### config.mk
export PLATFORM = sky130hd
export DESIGN_NAME = fila_param
export DESIGN_NICKNAME = d
export VERILOG_FILES = /design/src/rtl/fila_pkg.sv /design/src/rtl/fila_edge_detect.sv /design/src/rtl/fila_param.sv
export SDC_FILE = /design/constraint.sdc
export NUM_CORES = 1
export LEC_CHECK = 0
export CORE_MARGIN = 5
export CORE_UTILIZATION = 45
export CTS_CLUSTER_SIZE = 8
export DETAILED_ROUTE_END_ITERATION = 8
export PLACE_DENSITY = 0.69
export SLEW_MARGIN = 20
export SYNTH_ARGS = -nofsm -noshare
export SYNTH_HDL_FRONTEND = slang
export SYNTH_SLANG_ARGS = --single-unit
### constraint.sdc
create_clock -name clock_10KHz -period 2.25 [get_ports clock_10KHz]
set_clock_uncertainty 0.05 [all_clocks]
set_input_delay 0.3375 -clock clock_10KHz [delete_from_list [all_inputs] [get_ports clock_10KHz]]
set_output_delay 0.3375 -clock clock_10KHz [all_outputs]
set_load 0.005 [all_outputs]
### src/rtl/fila_pkg.sv
// Shared types for the fila_param queue/stack buffer and its instantiators.
package fila_pkg;

    typedef enum logic {
        MODE_FIFO = 1'b0,
        MODE_LIFO = 1'b1
    } fila_mode_t;

endpackage : fila_pkg

### src/rtl/fila_edge_detect.sv
// One-bit rising-edge detector; the reset value of the history bit decides
// whether a level already high at reset release counts as an edge.
module fila_edge_detect #(
    parameter logic RST_VAL = 1'b1
) (
    input  logic clock_10KHz,
    input  logic reset,
    input  logic level,
    output logic rise
);

    logic level_q;

    always_ff @(posedge clock_10KHz or negedge reset) begin
        if (!reset) begin
            level_q <= RST_VAL;
        end else begin
            level_q <= level;
        end
    end

    assign rise = level & ~level_q;

endmodule : fila_edge_detect

### src/rtl/fila_param.sv
// WIDTH x DEPTH buffer, FIFO or LIFO at elaboration, driven by edge-triggered
// enqueue/dequeue requests with sticky overflow/underflow and synchronous clear.
module fila_param
    import fila_pkg::*;
#(
    parameter int         WIDTH = 8,
    parameter int         DEPTH = 8,
    parameter fila_mode_t MODE  = MODE_FIFO
) (
    input  logic                       clock_10KHz,
    input  logic                       reset,
    input  logic [WIDTH-1:0]           data_in,
    input  logic                       enqueue_in,
    input  logic                       dequeue_in,
    input  logic                       clear_in,
    output logic [WIDTH-1:0]           data_out,
    output logic                       valid_out,
    output logic [$clog2(DEPTH+1)-1:0] len_out,
    output logic                       full_out,
    output logic                       empty_out,
    output logic                       overflow_out,
    output logic                       underflow_out
);

    localparam int LW = $clog2(DEPTH + 1);
    localparam int PW = $clog2(DEPTH);

    logic [WIDTH-1:0] mem [DEPTH];
    logic [PW-1:0]    head, tail;
    logic             enq_ev, deq_ev;

    logic [PW-1:0]    nxt_head, nxt_tail, wr_idx, rd_idx;
    logic [LW-1:0]    nxt_len;
    logic [WIDTH-1:0] nxt_data, rd_word;
    logic             nxt_valid, nxt_ovf, nxt_udf, wr_en;

    // Explicit wrap so DEPTH need not be a power of two.
    function automatic logic [PW-1:0] ptr_inc(input logic [PW-1:0] p);
        return (p == PW'(DEPTH - 1)) ? '0 : p + 1'b1;
    endfunction

    fila_edge_detect #(.RST_VAL(1'b1)) u_enq_edge (
        .clock_10KHz (clock_10KHz),
        .reset       (reset),
        .level       (enqueue_in),
        .rise        (enq_ev)
    );

    fila_edge_detect #(.RST_VAL(1'b1)) u_deq_edge (
        .clock_10KHz (clock_10KHz),
        .reset       (reset),
        .level       (dequeue_in),
        .rise        (deq_ev)
    );

    assign full_out  = (len_out == LW'(DEPTH));
    assign empty_out = (len_out == '0);

    // LIFO uses the occupancy itself as the stack pointer.
    assign wr_idx  = (MODE == MODE_FIFO) ? tail : PW'(len_out);
    assign rd_idx  = (MODE == MODE_FIFO) ? head : PW'(len_out - 1'b1);
    assign rd_word = mem[rd_idx];

    always_comb begin
        nxt_len   = len_out;
        nxt_head  = head;
        nxt_tail  = tail;
        nxt_data  = data_out;
        nxt_valid = 1'b0;
        nxt_ovf   = overflow_out;
        nxt_udf   = underflow_out;
        wr_en     = 1'b0;
        if (clear_in) begin
            nxt_len  = '0;
            nxt_head = '0;
            nxt_tail = '0;
            nxt_data = '0;
            nxt_ovf  = 1'b0;
            nxt_udf  = 1'b0;
        end else if (enq_ev && deq_ev) begin
            nxt_valid = 1'b1;
            if (MODE == MODE_LIFO || empty_out) begin
                nxt_data = data_in;
            end else begin
                // Read old head and write tail together; legal even when full.
                nxt_data = rd_word;
                wr_en    = 1'b1;
                nxt_head = ptr_inc(head);
                nxt_tail = ptr_inc(tail);
            end
        end else if (enq_ev) begin
            if (full_out) begin
                nxt_ovf = 1'b1;
            end else begin
                wr_en   = 1'b1;
                nxt_len = len_out + 1'b1;
                if (MODE == MODE_FIFO) nxt_tail = ptr_inc(tail);
            end
        end else if (deq_ev) begin
            if (empty_out) begin
                nxt_data = '0;
                nxt_udf  = 1'b1;
            end else begin
                nxt_data  = rd_word;
                nxt_valid = 1'b1;
                nxt_len   = len_out - 1'b1;
                if (MODE == MODE_FIFO) nxt_head = ptr_inc(head);
            end
        end
    end

    always_ff @(posedge clock_10KHz or negedge reset) begin
        if (!reset) begin
            len_out       <= '0;
            head          <= '0;
            tail          <= '0;
            data_out      <= '0;
            valid_out     <= 1'b0;
            overflow_out  <= 1'b0;
            underflow_out <= 1'b0;
        end else begin
            len_out       <= nxt_len;
            head          <= nxt_head;
            tail          <= nxt_tail;
            data_out      <= nxt_data;
            valid_out     <= nxt_valid;
            overflow_out  <= nxt_ovf;
            underflow_out <= nxt_udf;
        end
    end

    // Storage is never reset or cleared; occupancy alone defines live entries.
    always_ff @(posedge clock_10KHz) begin
        if (wr_en) mem[wr_idx] <= data_in;
    end

endmodule : fila_param

==> results.txt, run 1 <==
Status = finished, final reports clean
Comb power frac = 19.2%
Site Rows = 32
Largest family of logic cells by synthesized area = multiplexers
TritonCTS clock tree = yes
Area growth syn-to-layout = 22.87%
Startpoint types = flop
Worst hold slack = 0.2756 ns
Port Buffers = 29
Synth Area in Compound Gates = 6.246%
Post-route minimum period = 2.140 ns
Non-Filler Instances = 382
Share of power burned in registers = 49.9%
Core Util, Final = 57.04%
Synthesized area = 0.003606 mm²
GR Overflow Total = 0
Reg2Reg Setup Slack = 0.23 ns
Pwr Density = 833.6 mW/mm²
Global-route wire length before repair = 11320 µm
Placer congestion estimate = 0.7778
Initial antenna violation count = 0
DRC Markers = 0
Max-cap violation count = 0
Clock latency on the worst-skew pair = 0.36 ns
Core ar. = 0.007767 mm²
Die area = 0.009903 mm²
Simple-gate area share of the yosys netlist = 6.558%
Vias = 2070
Net Count, Synth = 233
Clk slew on worst S/H paths = 0.09 ns
Async set-or-reset flop fraction in the synthesized netlist = 26.44%
Share of cells above drive strength 1 = 26.43%
Synth area leaders = edfxtp_1 53%, dfrtp_1 15%, mux4_2 10%, mux2i_1 3.3%, ha_1 2.1%
Internal power = 2.718 mW
#FFs+latches synth = 87
Slew HR = 60.64%
Top-area cell type share of the netlist area = 53.30%
FF-to-FF path depth = 5
Ys flop type = edfxtp_1
Switch share = 26.42%
Total GRT Usage = 15.45%
Crit path DAT = 1.75 ns
M1 GR Usage = 20.56%
XOR/XNOR share of the synthesized area = 0.7287%
DRT Pass-1 Iters = 4
Leak = 1.599 nW
Post-DP HPWL = 4897 µm
# setup viols final = 0
Initial Utilization = 46.42%
Total wire length = 6987 µm
Crit share post-route = 95.12%
Max-slew violation count = 0
Critical path class = flop to output pin
NumNets Final = 294
Largest net degree at the start of global routing = 24
# clock sinks = 87
Sequential-to-total area share from yosys stat = 69.33%
Maximum fanout along the worst path = 8
P_sw = 0.9757 mW
CTS root buf = clkbuf_8
Die span in x = 99.52 µm
Most frequent cells in the layout = 64 x edfxtp_1, 32 x buf_4, 28 x clkdlybuf4s50_1
Die Height = 99.52 µm
I/O pin total = 30
Fmax = 467.2 MHz
DR vias/cell = 5.419
Grt peak-use layer = met2
Iter 0 DRT Violations = 153
Mux share of post-synthesis cell area = 13.32%
Fillers = 608
RSZ-0062 raised after global routing = false
Wire per inst = 18.29 µm
Setup crit end kind = output pin
Least-Margin Pin Slew = 0.5904 ns
Final Hold Viols = 0
CP Data Required Time = 1.86 ns
Clk pwr share = 30.8%
Synthesized-area fraction occupied by adder cells = 2.082%
Yosys warning total = 0
Routed Antenna Nets = 0
Syn avg cell area = 16.85 µm²
Tightest Hold Check Type = primary input to async pin
RR Endpoint = mem[5][1]
DP Cell Count = 364
H-tree depth = 3
Met2 GRT Util = 24.07%
Mapped Cells = 214
Synth unique cells = 40
TritonCTS buffer count = 9
Total power = 3.693 mW
Max Root-Sink Buffers = 2
Cell taking the most area after synthesis = edfxtp_1
Post-synth EDFFs = 64
Commonest non-fill, non-tap cell in the layout = edfxtp_1
Maximum VDD drop = 514.5 µV
RR Startpoint = len_out[1]
Met3 Use GR = 4.067%
Vias in the first global route = 2065
Antenna cells = 0
==> through the flow <==
step | area, µm² | setup TNS [ns] | worst slack [ns]
floorplan | 3606 | 0 | 0.02669
global placement | 4198 | -0.1108 | -0.01723
detailed placement | 4198 | -0.5176 | -0.05254
CTS | 4431 | 0 | 0.09436
global route | 4431 | 0 | 0.01041
finish | 4431 | 0 | 0.1098
==> Yosys cell counts, drive strengths merged, types with 3 or more instances <==
cell type and n:
edfxtp 64, dfrtp 21, mux4 16, nor2 16
mux2i 12, o21ai 10, clkbuf 7, a22oi 6
ha 6, a21oi 5, nand2 5, nor3 5
buf 4, nand2b 4, a31oi 3, inv 3
==> what timing repair did <==
| action | in CTS | in global routing |
|---|---|---|
| buffers inserted | 2 | 0 |
| hold buffers | 0 | 0 |
| gates resized for setup | 3 | 0 |
| setup endpoints to repair | 2 | 0 |
| hold endpoints to repair | 0 | 0 |
==> cell families after synthesis <==
| logic type | Yosys count |
|---|---|
| buffers and inverters | 14 |
| flip-flops | 87 |
| adder cells (fa/ha/maj) | 6 |
| multiplexers | 28 |
| AND/OR/NAND/NOR | 43 |
| XOR/XNOR | 3 |
| AO/OA/AOI/OAI | 33 |
==> power by group through the flow <==
stage | Sequential (mW) | Clock, mW | Combinational (mW)
global route | 1.85 | 1.24 | 0.775
CTS | 1.85 | 1.17 | 0.719
floorplan | 1.89 | 0 | 0.387
detailed placement | 1.88 | 0 | 0.691
finish | 1.84 | 1.14 | 0.710
global placement | 1.88 | 0 | 0.685
==> cell type report <==
type | count | area [µm²] | share of cell area (%)
flip-flops and latches | 87 | 2500 | 56.42
inverters | 3 | 11.26 | 0.2542
clock buffers | 9 | 123.9 | 2.796
clock inverters | 7 | 86.33 | 1.949
repair buffers | 61 | 529.3 | 11.95
multi-input cells | 113 | 1052 | 23.75
well taps | 102 | 127.6 | 2.881
==> critical path, stage by stage (launching register included) <==
cell	delay (ns)
dfrtp_1	0.39
buf_4	0.17
nor4b_4	0.29
clkdlybuf4s50_1	0.55
==> sequential cells by signal, summed over array words and instances (netlist names) <==
signal / count
data_out: 8
head: 3
len_out: 4
mem: 64
overflow_out: 1
tail: 3
u_deq_edge.level_q: 1
u_enq_edge.level_q: 1
underflow_out: 1
valid_out: 1
==> how the worst max path moves through the flow <==
stage	depth (start not counted)	slack [ns]	endpoint	from
floorplan	6	0.03	mem[1][0]	enqueue_in
global placement	8	-0.02	mem[3][4]	enqueue_in
detailed placement	8	-0.05	mem[4][6]	enqueue_in
CTS	3	0.09	full_out	len_out[0]
global route	3	0.01	full_out	len_out[1]
finish	3	0.11	full_out	len_out[0]
==> per-layer routing <==
| metal | wire length, µm | part of all wire [%] |
|---|---|---|
| met4 | 125 | 1.8 |
| met3 | 358 | 5.1 |
| met5 | 0 | 0 |
| met2 | 3457 | 49 |
| met1 | 3045 | 44 |
No activity file was read; power rests on OpenSTA's default activity.
==> inputs of run 2 (changes only) <==
CORE_MARGIN = 2   (was 5)
==> run 2 against run 1 <==
Net effect:
- maximum frequency is 0.53% lower
- largest power group unchanged
- global-route usage rose by 2.1 points
- power shrank 0.15%
- count of clock-buffer cells in the layout stayed put
- worst setup slack got worse by 0.011 ns
- combinational power grew 4.2%
- die area is 12% lower
- sequential power barely moved
- sequential share of layout area up 0.11 points
==> results.txt, run 2 (same netlist as run 1, synthesis figures left out) <==
Die span in x = 93.52 µm (-6.0%)
Total wire length = 7190 µm (+2.9%)
Max-cap violation count = 0 (unchanged)
Fmax = 464.8 MHz (-0.53%)
Core ar. = 0.007727 mm² (-0.52%)
Largest net degree at the start of global routing = 24 (unchanged)
GR Overflow Total = 0 (unchanged)
Most frequent cells in the layout = 64 x edfxtp_1, 32 x buf_4, 28 x clkdlybuf4s50_1
Initial antenna violation count = 0 (unchanged)
# setup viols final = 0 (unchanged)
Vias in the first global route = 2051 (-0.68%)
Slew HR = 60.04% (-0.60 points)
Clk slew on worst S/H paths = 0.09 ns (about the same)
I/O pin total = 30 (unchanged)
Die area = 0.008745 mm² (-12%)
DR vias/cell = 5.440 (+0.39%)
Final Hold Viols = 0 (unchanged)
Min setup slack post-route = 0.09845 ns (-0.01133 ns)
Core Util, Final = 57.25% (+0.21 points)
CTS root buf = clkbuf_8
Site Rows = 32 (unchanged)
Biggest regs = mem (64), data_out (8), len_out (4)
DRC Markers = 0 (unchanged)
Least-Margin Pin Slew = 0.5994 ns (+0.008970 ns)
Total GRT Usage = 17.58% (+2.1 points)
Setup crit end kind = output pin
Status = finished, final reports clean
Maximum fanout along the worst path = 8 (unchanged)
Initial Utilization = 46.66% (+0.24 points)
Pwr Density = 833.5 mW/mm² (about the same)
DRT Pass-1 Iters = 4 (unchanged)
Max-slew violation count = 0 (unchanged)
Pre-CTS setup slack = -0.08102 ns (-0.02848 ns)
Max Root-Sink Buffers = 2 (unchanged)
Placer congestion estimate = 0.7774 (about the same)
Routed Antenna Nets = 0 (unchanged)
Area growth syn-to-layout = 22.69%
Iter 0 DRT Violations = 116 (-24%)
Port Buffers = 29 (unchanged)
Startpoint types = flop
Biggest register = mem
TritonCTS clock tree = yes
Commonest non-fill, non-tap cell in the layout = edfxtp_1
Leak = 1.592 nW (-0.45%)
NumNets Final = 294 (unchanged)
H-tree depth = 3 (unchanged)
Flip-flop count of the largest register after layout = 64 (unchanged)
Antenna cells = 0 (unchanged)
Share of cells above drive strength 1 = 26.43% (unchanged)
Die Height = 93.52 µm (-6.0%)
Wire per inst = 18.82 µm (+2.9%)
Vias = 2078 (+0.39%)
Critical path class = flop to output pin
RSZ-0062 raised after global routing = false
Maximum VDD drop = 437.6 µV (-15%)
TritonCTS buffer count = 9 (unchanged)
Total power = 3.688 mW (-0.15%)
Tightest Hold Check Type = primary input to async pin
Clock latency on the worst-skew pair = 0.35 ns (about the same)
Crit path DAT = 1.76 ns (about the same)
Post-DP HPWL = 4848 µm (-0.99%)
# clock sinks = 87 (unchanged)
Global-route wire length before repair = 11110 µm (-1.9%)
CP Data Required Time = 1.86 ns (about the same)
Post-route minimum period = 2.152 ns (+0.01133 ns)
Crit share post-route = 95.62% (+0.50 points)
-- run 2: cell types whose count changed in the layout (fill, tap and decap cells not counted) --
cell      previous run  this run
inv_8                2         1
clkinv_1             0         1
dfrtp_2              0         1
inv_6                3         2
clkinv_4             0         1
dfrtp_1             21        20
-- run 2: path summary, 6_finish.rpt --
check	start	end	slack (ns)	cells after the start
setup / recovery	len_out[0]	full_out	0.1	3
hold / removal	reset	overflow_out	0.28	2
setup reg to reg	len_out[1]	mem[4][7]	0.17	5
hold reg to reg	underflow_out	underflow_out	0.45	2
max in group asynchronous	reset	u_deq_edge.level_q	1.58	2
min in group clock_10KHz	enqueue_in	u_enq_edge.level_q	0.35	1
-- run 2: through the flow --
stage | hold slack [ns] | TNS, ns | instances | instance area (µm²)
floorplan | -0.008091 | 0 | 214 | 3606
global placement | 0.4333 | 0 | 364 | 4198
detailed placement | 0.4371 | -0.1603 | 364 | 4198
CTS | 0.2913 | 0 | 382 | 4424
global route | 0.3183 | 0 | 382 | 4424
finish | 0.2822 | 0 | 382 | 4424
-- run 2: layer usage --
layer  GRT usage (%)  part of all wire (%)  vias up
met5               0                     0        -
met4           6.250                   1.3        0
met3           3.465                   3.9        9
met2           29.02                    50       45
met1           23.34                    45     1065
li1                -                     -      959
-- run 2: area by class of cell --
type	instances	area, µm²
timing repair buffer	61	529.3
clock inverter	7	78.83
multi-input combinational	113	1052
inverter	3	11.26
clock buffer	9	123.9
sequential	87	2501
tap	102	127.6
fill	625	3303
-- run 2: timing repair --
item / CTS / global route
buffers inserted: 2 / 0
hold endpoints to repair: 0 / 0
resized for setup: 4 / 0
hold buffers: 0 / 0
endpoints found under the setup margin: 2 / 0
-- run 2: critical path, cell delays in order, from the launching register on --
cell and delay (ns):
dfrtp_1 0.40, buf_4 0.18, nor4b_4 0.29, clkdlybuf4s50_1 0.54
-- run 2: report_power, final --
part           switching [mW]  total (mW)  internal [mW]  leakage, nW
Clock                   0.573        1.10          0.527       0.0998
Sequential             0.0521        1.85           1.80        0.881
Combinational           0.344       0.740          0.396        0.612
Total                   0.969        3.69           2.72         1.59
